### config.mk
export PLATFORM = sky130hd
export DESIGN_NAME = klavye_alici
export DESIGN_NICKNAME = d
export VERILOG_FILES = /design/src/rtl/klavye_alici.sv
export SDC_FILE = /design/constraint.sdc
export NUM_CORES = 1
export LEC_CHECK = 0
export ABC_AREA = 1
export BUFFER_PORTS_ARGS = -buffer_cell sky130_fd_sc_hd__clkbuf_2
export CAP_MARGIN = 20
export CORE_ASPECT_RATIO = 0.9
export CORE_MARGIN = 10
export CORE_UTILIZATION = 45
export CTS_BUF_LIST = sky130_fd_sc_hd__clkbuf_4 sky130_fd_sc_hd__clkbuf_8
export DETAILED_ROUTE_END_ITERATION = 7
export GPL_TIMING_DRIVEN = 1
export PLACE_DENSITY = 0.68
export SYNTH_ARGS = -nofsm -noshare
export SYNTH_HDL_FRONTEND = slang
export SYNTH_SLANG_ARGS = --single-unit
### constraint.sdc
create_clock -name clk -period 3.3 [get_ports clk]
set_input_delay 0.165 -clock clk [delete_from_list [all_inputs] [get_ports clk]]
set_output_delay 0.165 -clock clk [all_outputs]
set_load 0.01 [all_outputs]
### src/rtl/klavye_alici.sv
// PS/2 keyboard receiver: synchronizes and filters the PS/2 lines, frames bytes, decodes E0/F0 prefixes.
// Latency: karakter_aktif one clk after the stop-bit edge is detected; hata one clk after the error is seen.
// Backpressure: none; strobes are single-cycle and the receiver never stalls the keyboard.
module klavye_alici #(
    parameter int FILTRE_UZUNLUK = 8,
    parameter int ZAMAN_ASIMI    = 50000
) (
    input  logic       clk,
    input  logic       rst,
    input  logic       ps2_clk,
    input  logic       ps2_data,
    output logic [7:0] karakter,
    output logic       karakter_aktif,
    output logic       genisletilmis,
    output logic       hata
);
    localparam int FW = $clog2(FILTRE_UZUNLUK + 1);
    localparam int TW = $clog2(ZAMAN_ASIMI + 1);
    localparam logic [FW-1:0] FILTRE_SON = FW'(FILTRE_UZUNLUK - 1);
    localparam logic [TW-1:0] TMO_SON    = TW'(ZAMAN_ASIMI - 1);

    typedef enum logic [1:0] {BOSTA, VERI, PARITE, DUR} durum_t;

    durum_t      durum, durum_n;
    logic        ps2_clk_s1, ps2_clk_s2, ps2_data_s1, ps2_data_s2;
    logic        ps2_clk_filt;
    logic [FW-1:0] filt_say;
    logic [TW-1:0] tmo_say;
    logic [2:0]  bit_say, bit_say_n;
    logic [7:0]  kaydir, kaydir_n;
    logic        parite_iyi, parite_iyi_n;
    logic        kirma, kirma_n, genis_bayrak, genis_bayrak_n;
    logic [7:0]  karakter_n;
    logic        aktif_n, genisletilmis_n, hata_n;
    logic        dusen, zaman_doldu, veri;

    always_ff @(posedge clk or posedge rst) begin
        if (rst) begin
            ps2_clk_s1  <= 1'b1;
            ps2_clk_s2  <= 1'b1;
            ps2_data_s1 <= 1'b1;
            ps2_data_s2 <= 1'b1;
        end else begin
            ps2_clk_s1  <= ps2_clk;
            ps2_clk_s2  <= ps2_clk_s1;
            ps2_data_s1 <= ps2_data;
            ps2_data_s2 <= ps2_data_s1;
        end
    end

    // The filtered clock flips on the last of FILTRE_UZUNLUK agreeing samples; that cycle is the edge.
    always_ff @(posedge clk or posedge rst) begin
        if (rst) begin
            ps2_clk_filt <= 1'b1;
            filt_say     <= '0;
        end else if (ps2_clk_s2 != ps2_clk_filt) begin
            if (filt_say == FILTRE_SON) begin
                ps2_clk_filt <= ps2_clk_s2;
                filt_say     <= '0;
            end else begin
                filt_say <= filt_say + 1'b1;
            end
        end else begin
            filt_say <= '0;
        end
    end

    assign dusen       = ps2_clk_filt && !ps2_clk_s2 && (filt_say == FILTRE_SON);
    assign veri        = ps2_data_s2;
    assign zaman_doldu = (durum != BOSTA) && (tmo_say == TMO_SON);

    always_ff @(posedge clk or posedge rst) begin
        if (rst)
            tmo_say <= '0;
        else if (durum == BOSTA || dusen)
            tmo_say <= '0;
        else if (tmo_say != TMO_SON)
            tmo_say <= tmo_say + 1'b1;
    end

    always_ff @(posedge clk or posedge rst) begin
        if (rst) begin
            durum          <= BOSTA;
            bit_say        <= '0;
            kaydir         <= '0;
            parite_iyi     <= 1'b0;
            kirma          <= 1'b0;
            genis_bayrak   <= 1'b0;
            karakter       <= '0;
            karakter_aktif <= 1'b0;
            genisletilmis  <= 1'b0;
            hata           <= 1'b0;
        end else begin
            durum          <= durum_n;
            bit_say        <= bit_say_n;
            kaydir         <= kaydir_n;
            parite_iyi     <= parite_iyi_n;
            kirma          <= kirma_n;
            genis_bayrak   <= genis_bayrak_n;
            karakter       <= karakter_n;
            karakter_aktif <= aktif_n;
            genisletilmis  <= genisletilmis_n;
            hata           <= hata_n;
        end
    end

    always_comb begin
        durum_n         = durum;
        bit_say_n       = bit_say;
        kaydir_n        = kaydir;
        parite_iyi_n    = parite_iyi;
        kirma_n         = kirma;
        genis_bayrak_n  = genis_bayrak;
        karakter_n      = karakter;
        genisletilmis_n = genisletilmis;
        aktif_n         = 1'b0;
        hata_n          = 1'b0;
        // Timeout wins over a coincident edge, which is then ignored.
        if (zaman_doldu) begin
            durum_n        = BOSTA;
            hata_n         = 1'b1;
            kirma_n        = 1'b0;
            genis_bayrak_n = 1'b0;
        end else if (dusen) begin
            case (durum)
                BOSTA: begin
                    if (!veri) begin
                        durum_n   = VERI;
                        bit_say_n = '0;
                    end
                end
                VERI: begin
                    kaydir_n  = {veri, kaydir[7:1]};
                    bit_say_n = bit_say + 3'd1;
                    if (bit_say == 3'd7)
                        durum_n = PARITE;
                end
                PARITE: begin
                    parite_iyi_n = ^{veri, kaydir};
                    durum_n      = DUR;
                end
                DUR: begin
                    durum_n = BOSTA;
                    if (veri && parite_iyi) begin
                        if (kaydir == 8'hF0) begin
                            kirma_n = 1'b1;
                        end else if (kaydir == 8'hE0) begin
                            genis_bayrak_n = 1'b1;
                        end else begin
                            if (!kirma) begin
                                karakter_n      = kaydir;
                                genisletilmis_n = genis_bayrak;
                                aktif_n         = 1'b1;
                            end
                            kirma_n        = 1'b0;
                            genis_bayrak_n = 1'b0;
                        end
                    end else begin
                        hata_n         = 1'b1;
                        kirma_n        = 1'b0;
                        genis_bayrak_n = 1'b0;
                    end
                end
                default: durum_n = BOSTA;
            endcase
        end
    end
endmodule

**Yosys cells after proc, flatten, opt, wreduce, memory -nomap -nowiden**

Index checks and enable logic that the tools add are counted.

- Bits in registers: 52
- Bits in latches: 0
- ROM bits: 0
- Logic and storage cells: 94
- Memories: 0
- Bits in writable memories: 0
- Input port bits: 4
- Output and inout port bits: 11

- Divide/modulo/power cells: 0
- Add/sub/neg operators: 3
- Reductions and logical operators: 21
- $lt $le $gt $ge: 0
- Equality and inequality tests: 15
- Shifts and indexed selects: 0
- $mul: 0
- Bitwise operators: 4
- Mux-type cells: 34

Operators by type and width:

| kind | number |
|---|---|
| 16-bit two-way mux | 2 |
| 1-bit two-way mux | 23 |
| 16-bit by 1-bit adder with 16-bit output, second input constant | 1 |
| 16-bit == test, second input constant | 1 |
| 8-bit == test, second input constant | 2 |
| 16-bit inequality test, second input constant | 1 |
| 3-bit AND reduction | 5 |
| 2-bit nonzero test | 5 |
| 3-bit inequality test, second input constant | 3 |
| 9-bit XOR reduction | 1 |
| 2-bit two-way mux | 4 |
| 4-bit two-way mux | 2 |
| 2-bit case mux with 4 select lines | 1 |
| 7-bit AND reduction | 1 |
| 3-bit case mux with 2 select lines | 1 |
| 4-bit by 1-bit adder with 4-bit output, second input constant | 1 |
| 2-bit == test, second input constant | 2 |
| 4-bit by 3-bit == test with 1-bit output, second input constant | 1 |
| 1-bit logical AND | 4 |
| 4-bit inequality test, second input constant | 1 |
| 1-bit inverter | 4 |
| 4-bit AND reduction | 1 |
| 3-bit by 1-bit adder with 3-bit output, second input constant | 1 |
| 3-bit == test, second input constant | 1 |
| other kinds (8) | 8 |

**Logic depth before layout (Yosys ltp)**

Gate-level depths: netlist of the first run.

- Word-level depth: 7
- Depth in mapped cells: 12

**Worst setup path after synthesis of the first run**

Ideal clock, no wire load.

- Kind: reg2reg
- Start: reg ps2_clk_filt
- End: reg karakter[0]
- Path buffers: 1
- Stages on the path, launching flop included: 10
- Arrival time: 1.390 ns
- Path slack: 1.793 ns
- Period minus slack after synthesis: 1.507 ns
- Cell sequence: dfstp_2 > ha_1 > inv_1 > nor2_8 > nand2_4 > nor2_4 > nand2_4 > buf_12 > nand2_2 > o21ai_2

- Cells in the longest elaborated chain, start to end: 3

RTL lines:

| element | RTL line | source |
|---|---|---|
| start: declaration | 26 | `logic ps2_clk_filt;` |
| start signal: assignment | 58 | `ps2_clk_filt <= ps2_clk_s2;` |
| 1-bit logical AND (2 in series) | 68 | `assign dusen = ps2_clk_filt && !ps2_clk_s2 && (filt_say == FILTRE_SON);` |
| 7-bit AND reduction (no source line) | -- |  |
| end signal: assignment | 100 | `karakter <= karakter_n;` |
| end: declaration | 12 | `output logic [7:0] karakter,` |

No other way between the ends.
A chain may end at the register's enable or synchronous reset.

**Worst setup path in the final report of the first run**

- Start: reg ps2_clk_s2
- End: reg tmo_say[1]

- Cells in the longest elaborated chain, start to end: 5

RTL lines:

| element | RTL line | source |
|---|---|---|
| start: declaration | 25 | `logic ps2_clk_s1, ps2_clk_s2, ps2_data_s1, ps2_data_s2;` |
| start signal: assignment | 45 | `ps2_clk_s2 <= ps2_clk_s1;` |
| 1-bit zero test (*) | 68 |  |
| 1-bit logical AND (*) (2 in series) | 68 |  |
| 1-bit logical OR (*) | 75 | `else if (durum == BOSTA \|\| dusen)` |
| 16-bit two-way mux or 2-bit nonzero test (tied branches) | -- |  |
| end signal: assignment | 78 | `tmo_say <= tmo_say + 1'b1;` |
| end: declaration | 28 | `logic [TW-1:0] tmo_say;` |

Every way passes the cells marked *; elsewhere a longest branch is shown, timed or not.

==> reports/summary.json, run 1 <==
{
  "row_count": 26,
  "worst_slack_ps": 1550,
  "first_pass_iters": 4,
  "grt_util_all_layers": 0.113,
  "required_time_of_the_worst_setup_path_ps": 3540,
  "worst_pin_slew_ps": 537,
  "max_stage_delay_ps": 530,
  "finish.cell_count_without_fillers": 391,
  "drc_viols": 0,
  "ioPinCount": 15,
  "critPathCaptureType": "register",
  "ant_nets": 0,
  "ys_warn_count": 0,
  "clk_path_buf_depth": 2,
  "core_region_area_sq_mm": 0.00573,
  "placed_area_sq_mm": 0.00280,
  "hold_path_class": "reg2reg",
  "startpoint_type": "register",
  "post-route-min-period_ps": 1750,
  "highest_routed_metal_layer": "met4",
  "clock_tree.root_cell": "sky130_fd_sc_hd__clkbuf_8",
  "cts_hold_repair.buffers": 3,
  "global_route_wire_length_before_repair_microns": 8760,
  "area_growth_syn_to_layout_pct": 9.33,
  "status": "finished clean",
  "critPathKind": "reg2reg",
  "antenna_found_initial": 0,
  "netlist.top_cell.by_area": "sky130_fd_sc_hd__dfrtp_1",
  "clock_sinks": 52,
  "cts_max_level": 2,
  "most_frequent_cell_after_synthesis": "sky130_fd_sc_hd__nand2_1",
  "synth_enable_flop_cells": 0,
  "netlist_top_cells_count": "68 x sky130_fd_sc_hd__nand2_1, 47 x sky130_fd_sc_hd__dfrtp_1, 41 x sky130_fd_sc_hd__inv_1",
  "report.power.total_mw": 1.11,
  "cap_violations": 0,
  "die-area_sq_mm": 0.00945,
  "path_max_fanout": 12,
  "final_layout_size_suffix_gt1_frac": 0.171,
  "wirelength_met1_microns": 2400,
  "route.met2.wl_microns": 2020,
  "worst_hold_slack_ps": 365,
  "die_y_microns": 93.2,
  "final_util": 0.512,
  "initial_utilization": 0.468,
  "finalCritPeriodShare": 0.530,
  "clk_lat_worst_skew_ps": 310,
  "detailroute.wirelength.met3_microns": 213,
  "total_leakage_power_nw": 1.40,
  "ys_seq_area_frac": 0.488,
  "grt_pass1_vias": 1923,
  "setup_tns_ps": 0,
  "die_width_microns": 101,
  "insertedDiodeCount": 0,
  "num-fill-cells": 562,
  "final_design_area_no_fill_sq_mm": 0.00293,
  "max_clock_freq_mhz": 572,
  "grt_start_max_net_pins": 28,
  "fin_skew_ps": 7.51,
  "synth_top_cell_area_share": 0.439,
  "ys_async_sr_fraction": 1.00,
  "postSynth.topFlopCell": "sky130_fd_sc_hd__dfrtp_1",
  "synth_area_leaders": "sky130_fd_sc_hd__dfrtp_1 44%, sky130_fd_sc_hd__nand2_1 9.5%, sky130_fd_sc_hd__ha_1 7.0%, sky130_fd_sc_hd__inv_1 5.7%, sky130_fd_sc_hd__dfstp_2 4.9%",
  "placedCellCount": 380,
  "cts_tree": "yes",
  "grt_setup_unrepaired": "false",
  "route.detailed.wl_per_inst_microns": 12.0,
  "timing.slew.headroom": 0.641,
  "ctsResizeCount": 0,
  "mappedNetlistNets": 317,
  "placement.setup.worst_slack_ps": 1570,
  "clkSlewWorstSetupHoldPaths_ps": 100,
  "avgViaCountPerCell": 4.86,
  "globalRouteOverflowTotal": 0,
  "via_count": 1902,
  "slowest_stage": "sky130_fd_sc_hd__dfstp_2",
  "estimated_wirelength_of_the_detail_placed_design_microns": 3540,
  "timing.final.setup_violations": 0,
  "syn_inst": 298,
  "num-nets-final": 339,
  "synth-seq-cells": 52,
  "ys_types": 32,
  "number_of_buffers_created_by_cts": 5,
  "fin_hold_viols": 0,
  "syn_avg_cell_area_sq_um": 9.00,
  "buffer_ports.inserted": 14,
  "timing.critical_path.cells": "inv_1 > ha_1 > inv_1 > nor2_8 > inv_2 > nand2_1 > inv_2 > nand3_1 > o21ai_0",
  "peakVddDrop_v": 0.000237,
  "drtIter0Drc": 97,
  "syn_area_sq_mm": 0.00268,
  "power.density_cell_area_mw_per_mm2": 380,
  "wirelength_microns": 4690,
  "timing.final.max_slew_violations": 0,
  "worst-endpoint-arrival_ps": 1990,
  "post_cts_buffers": 0,
  "gp_congestion": 0.798
}
[sequential cells by signal, summed over array words and instances (netlist names)]
| name | cells |
|---|---|
| bit_say | 3 |
| durum | 2 |
| filt_say | 4 |
| genis_bayrak | 1 |
| genisletilmis | 1 |
| hata | 1 |
| karakter | 8 |
| karakter_aktif | 1 |
| kaydir | 8 |
| kirma | 1 |
| parite_iyi | 1 |
| ps2_clk_filt | 1 |
| ps2_clk_s1 | 1 |
| ps2_clk_s2 | 1 |
| ps2_data_s1 | 1 |
| ps2_data_s2 | 1 |
| tmo_say | 16 |
[cell type report]
type | count | area, sq um | area share
Sequential cell | 52 | 1310 | 0.446
Multi-Input combinational cell | 199 | 1170 | 0.398
Inverter | 44 | 165 | 0.0563
Timing Repair Buffer | 18 | 108 | 0.0367
Tap cell | 70 | 87.6 | 0.0299
Clock buffer | 6 | 82.6 | 0.0282
Clock inverter | 2 | 15.0 | 0.00512
[critical path: cells and delay by family, from the launching register on]
family,cells,cell delay (ps)
flops,1,530
buf+inv,4,450
simple gates,3,350
fa+ha+maj,1,190
compound gates,1,160
[per-layer routing]
metal | track usage | up-vias
met5 | 0 | -
met4 | 0.0394 | 0
met3 | 0.0383 | 6
met2 | 0.169 | 20
met1 | 0.147 | 876
li1 | - | 1000
[cells in the final DEF (no fill, tap or decap), drive strengths merged, types with 2 or more instances in the layout]
cell         instances
a21oi               14
clkbuf              20
clkinvlp             2
dfrtp               47
dfstp                5
dlygate4sd3          3
ha                  15
inv                 44
nand2               72
nand3               18
nand4                2
nor2                25
nor3                 6
o21ai               35
xnor2                3
xor2                 3
[worst paths after layout]
kind	start	to	slack, ps	cells after the start
setup / recovery	ps2_clk_s2	tmo_say[1]	1550	9
hold / removal	ps2_data_s1	ps2_data_s2	370	0
setup reg to reg	ps2_clk_s2	tmo_say[1]	1550	9
hold reg to reg	ps2_data_s1	ps2_data_s2	370	0
max in group asynchronous	rst	ps2_data_s2	2080	4
min in group asynchronous	rst	durum[0]	420	3
[report_power, final]
| part | total [mW] | internal [mW] | switching, mW |
|---|---|---|---|
| Clock | 0.388 | 0.170 | 0.218 |
| Combinational | 0.0555 | 0.0187 | 0.0368 |
| Sequential | 0.669 | 0.656 | 0.0127 |
[logic make-up (layout without fill, tap and decap cells)]
logic type               after synthesis  after routing  synth area share
AND/OR/NAND/NOR                      125            125             0.232
buffers and inverters                 47             70            0.0775
XOR/XNOR                               6              6            0.0196
flip-flops                            52             52             0.488
AO/OA/AOI/OAI                         53             53             0.113
adder cells (fa/ha/maj)               15             15            0.0700
Power figures use the tool's default switching activity.
==> run 2: changes to the inputs <==
PLACE_DENSITY = 0.7   (was 0.68)
clock period = 1.6 ns   (was 3.3 ns; I/O delays follow)
==> reports/summary.json, run 2 (synthesis results as in run 1) <==
{
  "placedCellCount": {"value": 391, "change": "was 380"},
  "timing.final.max_slew_violations": {"value": 0, "change": "unchanged"},
  "num-fill-cells": {"value": 506, "change": "was 562"},
  "grt_pass1_vias": {"value": 1893, "change": "was 1923"},
  "report.power.total": {"value": 2.48, "unit": "mW", "change": "was 1.11 mW"},
  "timing.critical_path.cells": {"value": "ha_4 > nand3_4 > nor2_8 > nand2_4 > nor2_4 > nand2_8 > nand2_1 > o21ai_2", "change": "was inv_1 > ha_1 > inv_1 > nor2_8 > inv_2 > nand2_1 > inv_2 > nand3_1 > o21ai_0"},
  "worstReg2RegStart": {"value": "filt_say[0]", "change": "was ps2_clk_s2"},
  "post-route-min-period": {"value": 1540, "unit": "ps", "change": "was 1750 ps"},
  "worst_pin_slew": {"value": 415, "unit": "ps", "change": "was 537 ps"},
  "fin_skew": {"value": 4.91, "unit": "ps", "change": "was 7.51 ps"},
  "cap_violations": {"value": 0, "change": "unchanged"},
  "total_leakage_power": {"value": 1.50, "unit": "nW", "change": "was 1.40 nW"},
  "global_route_wire_length_before_repair": {"value": 8490, "unit": "microns", "change": "was 8760 microns"},
  "worst-endpoint-arrival": {"value": 1750, "unit": "ps", "change": "was 1990 ps"},
  "num-nets-final": {"value": 358, "change": "was 339"},
  "ant_nets": {"value": 0, "change": "unchanged"},
  "setup_tns": {"value": 0, "unit": "ps", "change": "unchanged"},
  "setup.reg_to_reg.worst_slack": {"value": 60, "unit": "ps", "change": "was 1550 ps"},
  "clk_path_buf_depth": {"value": 2, "change": "unchanged"},
  "timing.final.setup_violations": {"value": 0, "change": "unchanged"},
  "clock_tree.root_cell": {"value": "sky130_fd_sc_hd__clkbuf_8", "change": "unchanged"},
  "finish.cell_count_without_fillers": {"value": 410, "change": "was 391"},
  "buffer_ports.inserted": {"value": 14, "change": "unchanged"},
  "max_clock_freq": {"value": 648, "unit": "MHz", "change": "was 572 MHz"},
  "avgViaCountPerCell": {"value": 4.93, "change": "was 4.86"},
  "core_region_area": {"value": 0.00573, "unit": "sq mm", "change": "unchanged"},
  "grt_start_max_net_pins": {"value": 33, "change": "was 28"},
  "initial_utilization": {"value": 0.468, "change": "unchanged"},
  "gp_congestion": {"value": 0.816, "change": "was 0.798"},
  "most-common-layout-cells": {"value": "68 x sky130_fd_sc_hd__nand2_1, 47 x sky130_fd_sc_hd__dfrtp_1, 35 x sky130_fd_sc_hd__inv_1", "change": "was 68 x sky130_fd_sc_hd__nand2_1, 47 x sky130_fd_sc_hd__dfrtp_1, 40 x sky130_fd_sc_hd__inv_1"},
  "insertedDiodeCount": {"value": 0, "change": "unchanged"},
  "die-area": {"value": 0.00945, "unit": "sq mm", "change": "unchanged"},
  "flip_flop_count_of_the_largest_register_all_copies_and_words_added": {"value": 16, "change": "unchanged"},
  "number_of_buffers_created_by_cts": {"value": 5, "change": "unchanged"},
  "timing.slew.headroom": {"value": 0.723, "change": "was 0.641"},
  "clock_sinks": {"value": 52, "change": "unchanged"},
  "wirelength": {"value": 4970, "unit": "microns", "change": "was 4690 microns"},
  "slowest_stage": {"value": "sky130_fd_sc_hd__dfrtp_1", "change": "was sky130_fd_sc_hd__dfstp_2"},
  "multi_input_comb_area": {"value": 0.00122, "unit": "sq mm", "change": "was 0.00117 sq mm"},
  "final_layout_size_suffix_gt1_frac": {"value": 0.247, "change": "was 0.171"},
  "peakVddDrop": {"value": 0.000563, "unit": "V", "change": "was 0.000237 V"},
  "worst_hold_slack": {"value": 322, "unit": "ps", "change": "was 365 ps"},
  "die_width": {"value": 101, "unit": "microns", "change": "unchanged"},
  "clkSlewWorstSetupHoldPaths": {"value": 100, "unit": "ps", "change": "about the same"},
  "top_register": {"value": "tmo_say", "change": "unchanged"},
  "hold_path_class": {"value": "in2async", "change": "was reg2reg"},
  "cts_tree": {"value": "yes", "change": "unchanged"},
  "critical_path.reg2reg.endpoint": {"value": "karakter[5]", "change": "was tmo_say[1]"},
  "row_count": {"value": 26, "change": "unchanged"},
  "estimated_wirelength_of_the_detail_placed_design": {"value": 3500, "unit": "microns", "change": "was 3540 microns"},
  "first_pass_iters": {"value": 4, "change": "unchanged"},
  "status": {"value": "finished clean", "change": "unchanged"},
  "mostFrequentLayoutCell": {"value": "sky130_fd_sc_hd__nand2_1", "change": "unchanged"},
  "die_y": {"value": 93.2, "unit": "microns", "change": "unchanged"},
  "startpoint_type": {"value": "register", "change": "unchanged"},
  "required_time_of_the_worst_setup_path": {"value": 1810, "unit": "ps", "change": "was 3540 ps"},
  "critPathCaptureType": {"value": "register", "change": "unchanged"},
  "grt_setup_unrepaired": {"value": "true", "change": "was false"},
  "worst-r2r-cell-count": {"value": 8, "change": "was 9"},
  "critPathKind": {"value": "reg2reg", "change": "unchanged"},
  "path_max_fanout": {"value": 18, "change": "was 12"},
  "biggestRegsByFlops": {"value": "tmo_say x16, karakter x8, kaydir x8", "change": "unchanged"},
  "grt_util_all_layers": {"value": 0.108, "change": "was 0.113"},
  "drc_viols": {"value": 0, "change": "unchanged"},
  "globalRouteOverflowTotal": {"value": 0, "change": "unchanged"},
  "drtIter0Drc": {"value": 111, "change": "was 97"},
  "power.density_cell_area": {"value": 789, "unit": "mW/mm^2", "change": "was 380 mW/mm^2"},
  "area.sequential": {"value": 0.00131, "unit": "sq mm", "change": "unchanged"},
  "route.detailed.wl_per_inst": {"value": 12.1, "unit": "microns", "change": "was 12.0 microns"},
  "area_growth_syn_to_layout": {"value": 17.5, "unit": "%", "change": "was 9.33%"},
  "via_count": {"value": 2021, "change": "was 1902"},
  "antenna_found_initial": {"value": 0, "change": "unchanged"},
  "cts_max_level": {"value": 2, "change": "unchanged"},
  "fin_hold_viols": {"value": 0, "change": "unchanged"},
  "finalCritPeriodShare": {"value": 0.964, "change": "was 0.530"},
  "clk_lat_worst_skew": {"value": 310, "unit": "ps", "change": "about the same"},
  "ioPinCount": {"value": 15, "change": "unchanged"},
  "max_stage_delay": {"value": 420, "unit": "ps", "change": "was 530 ps"}
}
[run 2: worst max-delay path, delay by kind of cell, from the launching register on]
kind	cells	cell delay, ps
simple gates	6	790
flops	1	420
fa+ha+maj	1	180
compound gates	1	50
[run 2: final cells by class]
type	instances	area share
Sequential cell	52	0.415
Multi-Input combinational cell	200	0.387
Timing Repair Buffer	36	0.0782
Inverter	44	0.0532
Tap cell	70	0.0278
Clock buffer	6	0.0262
Clock inverter	2	0.0123
[run 2: per-layer routing]
layer,wire length [microns],global-route usage,share of wire
met3,172,0.0316,0.035
met1,2540,0.144,0.51
met5,0,0,0
met2,2190,0.160,0.44
met4,61,0.0452,0.012
[run 2: worst max-delay path by stage]
stage	from	cells past startpoint	to
floorplan	ps2_clk_filt	9	karakter[0]
global placement	ps2_clk_s2	10	genisletilmis
finish	filt_say[0]	8	karakter[5]
CTS	filt_say[0]	8	karakter[5]
global route	ps2_clk_s2	9	tmo_say[1]
detailed placement	ps2_clk_s2	9	tmo_say[1]
[run 2: power breakdown]
part | internal (mW) | switching, mW | total [mW]
sequential | 1.35 | 0.0333 | 1.39
clock | 0.512 | 0.455 | 0.967
combinational | 0.0509 | 0.0792 | 0.130
[run 2: metrics by stage]
step	setup WS [ps]	util	cell area, sq um
2_1_floorplan	92.6	-	2680
3_3_place_gp	45.3	0.504	2890
3_5_place_dp	-59.0	0.504	2890
4_1_cts	8.26	0.531	3040
5_1_grt	-28.2	0.550	3150
6_report	56.9	0.550	3150
[run 2: what timing repair did]
| item | in CTS | in global routing |
|---|---|---|
| resized for setup | 2 | 16 |
| hold buffers | 3 | 0 |
| setup endpoints to repair | 5 | 30 |
| hold endpoints to repair | 49 | 0 |
| cloned | 0 | 1 |
| pin swaps | 0 | 4 |
| setup buffers | 0 | 7 |
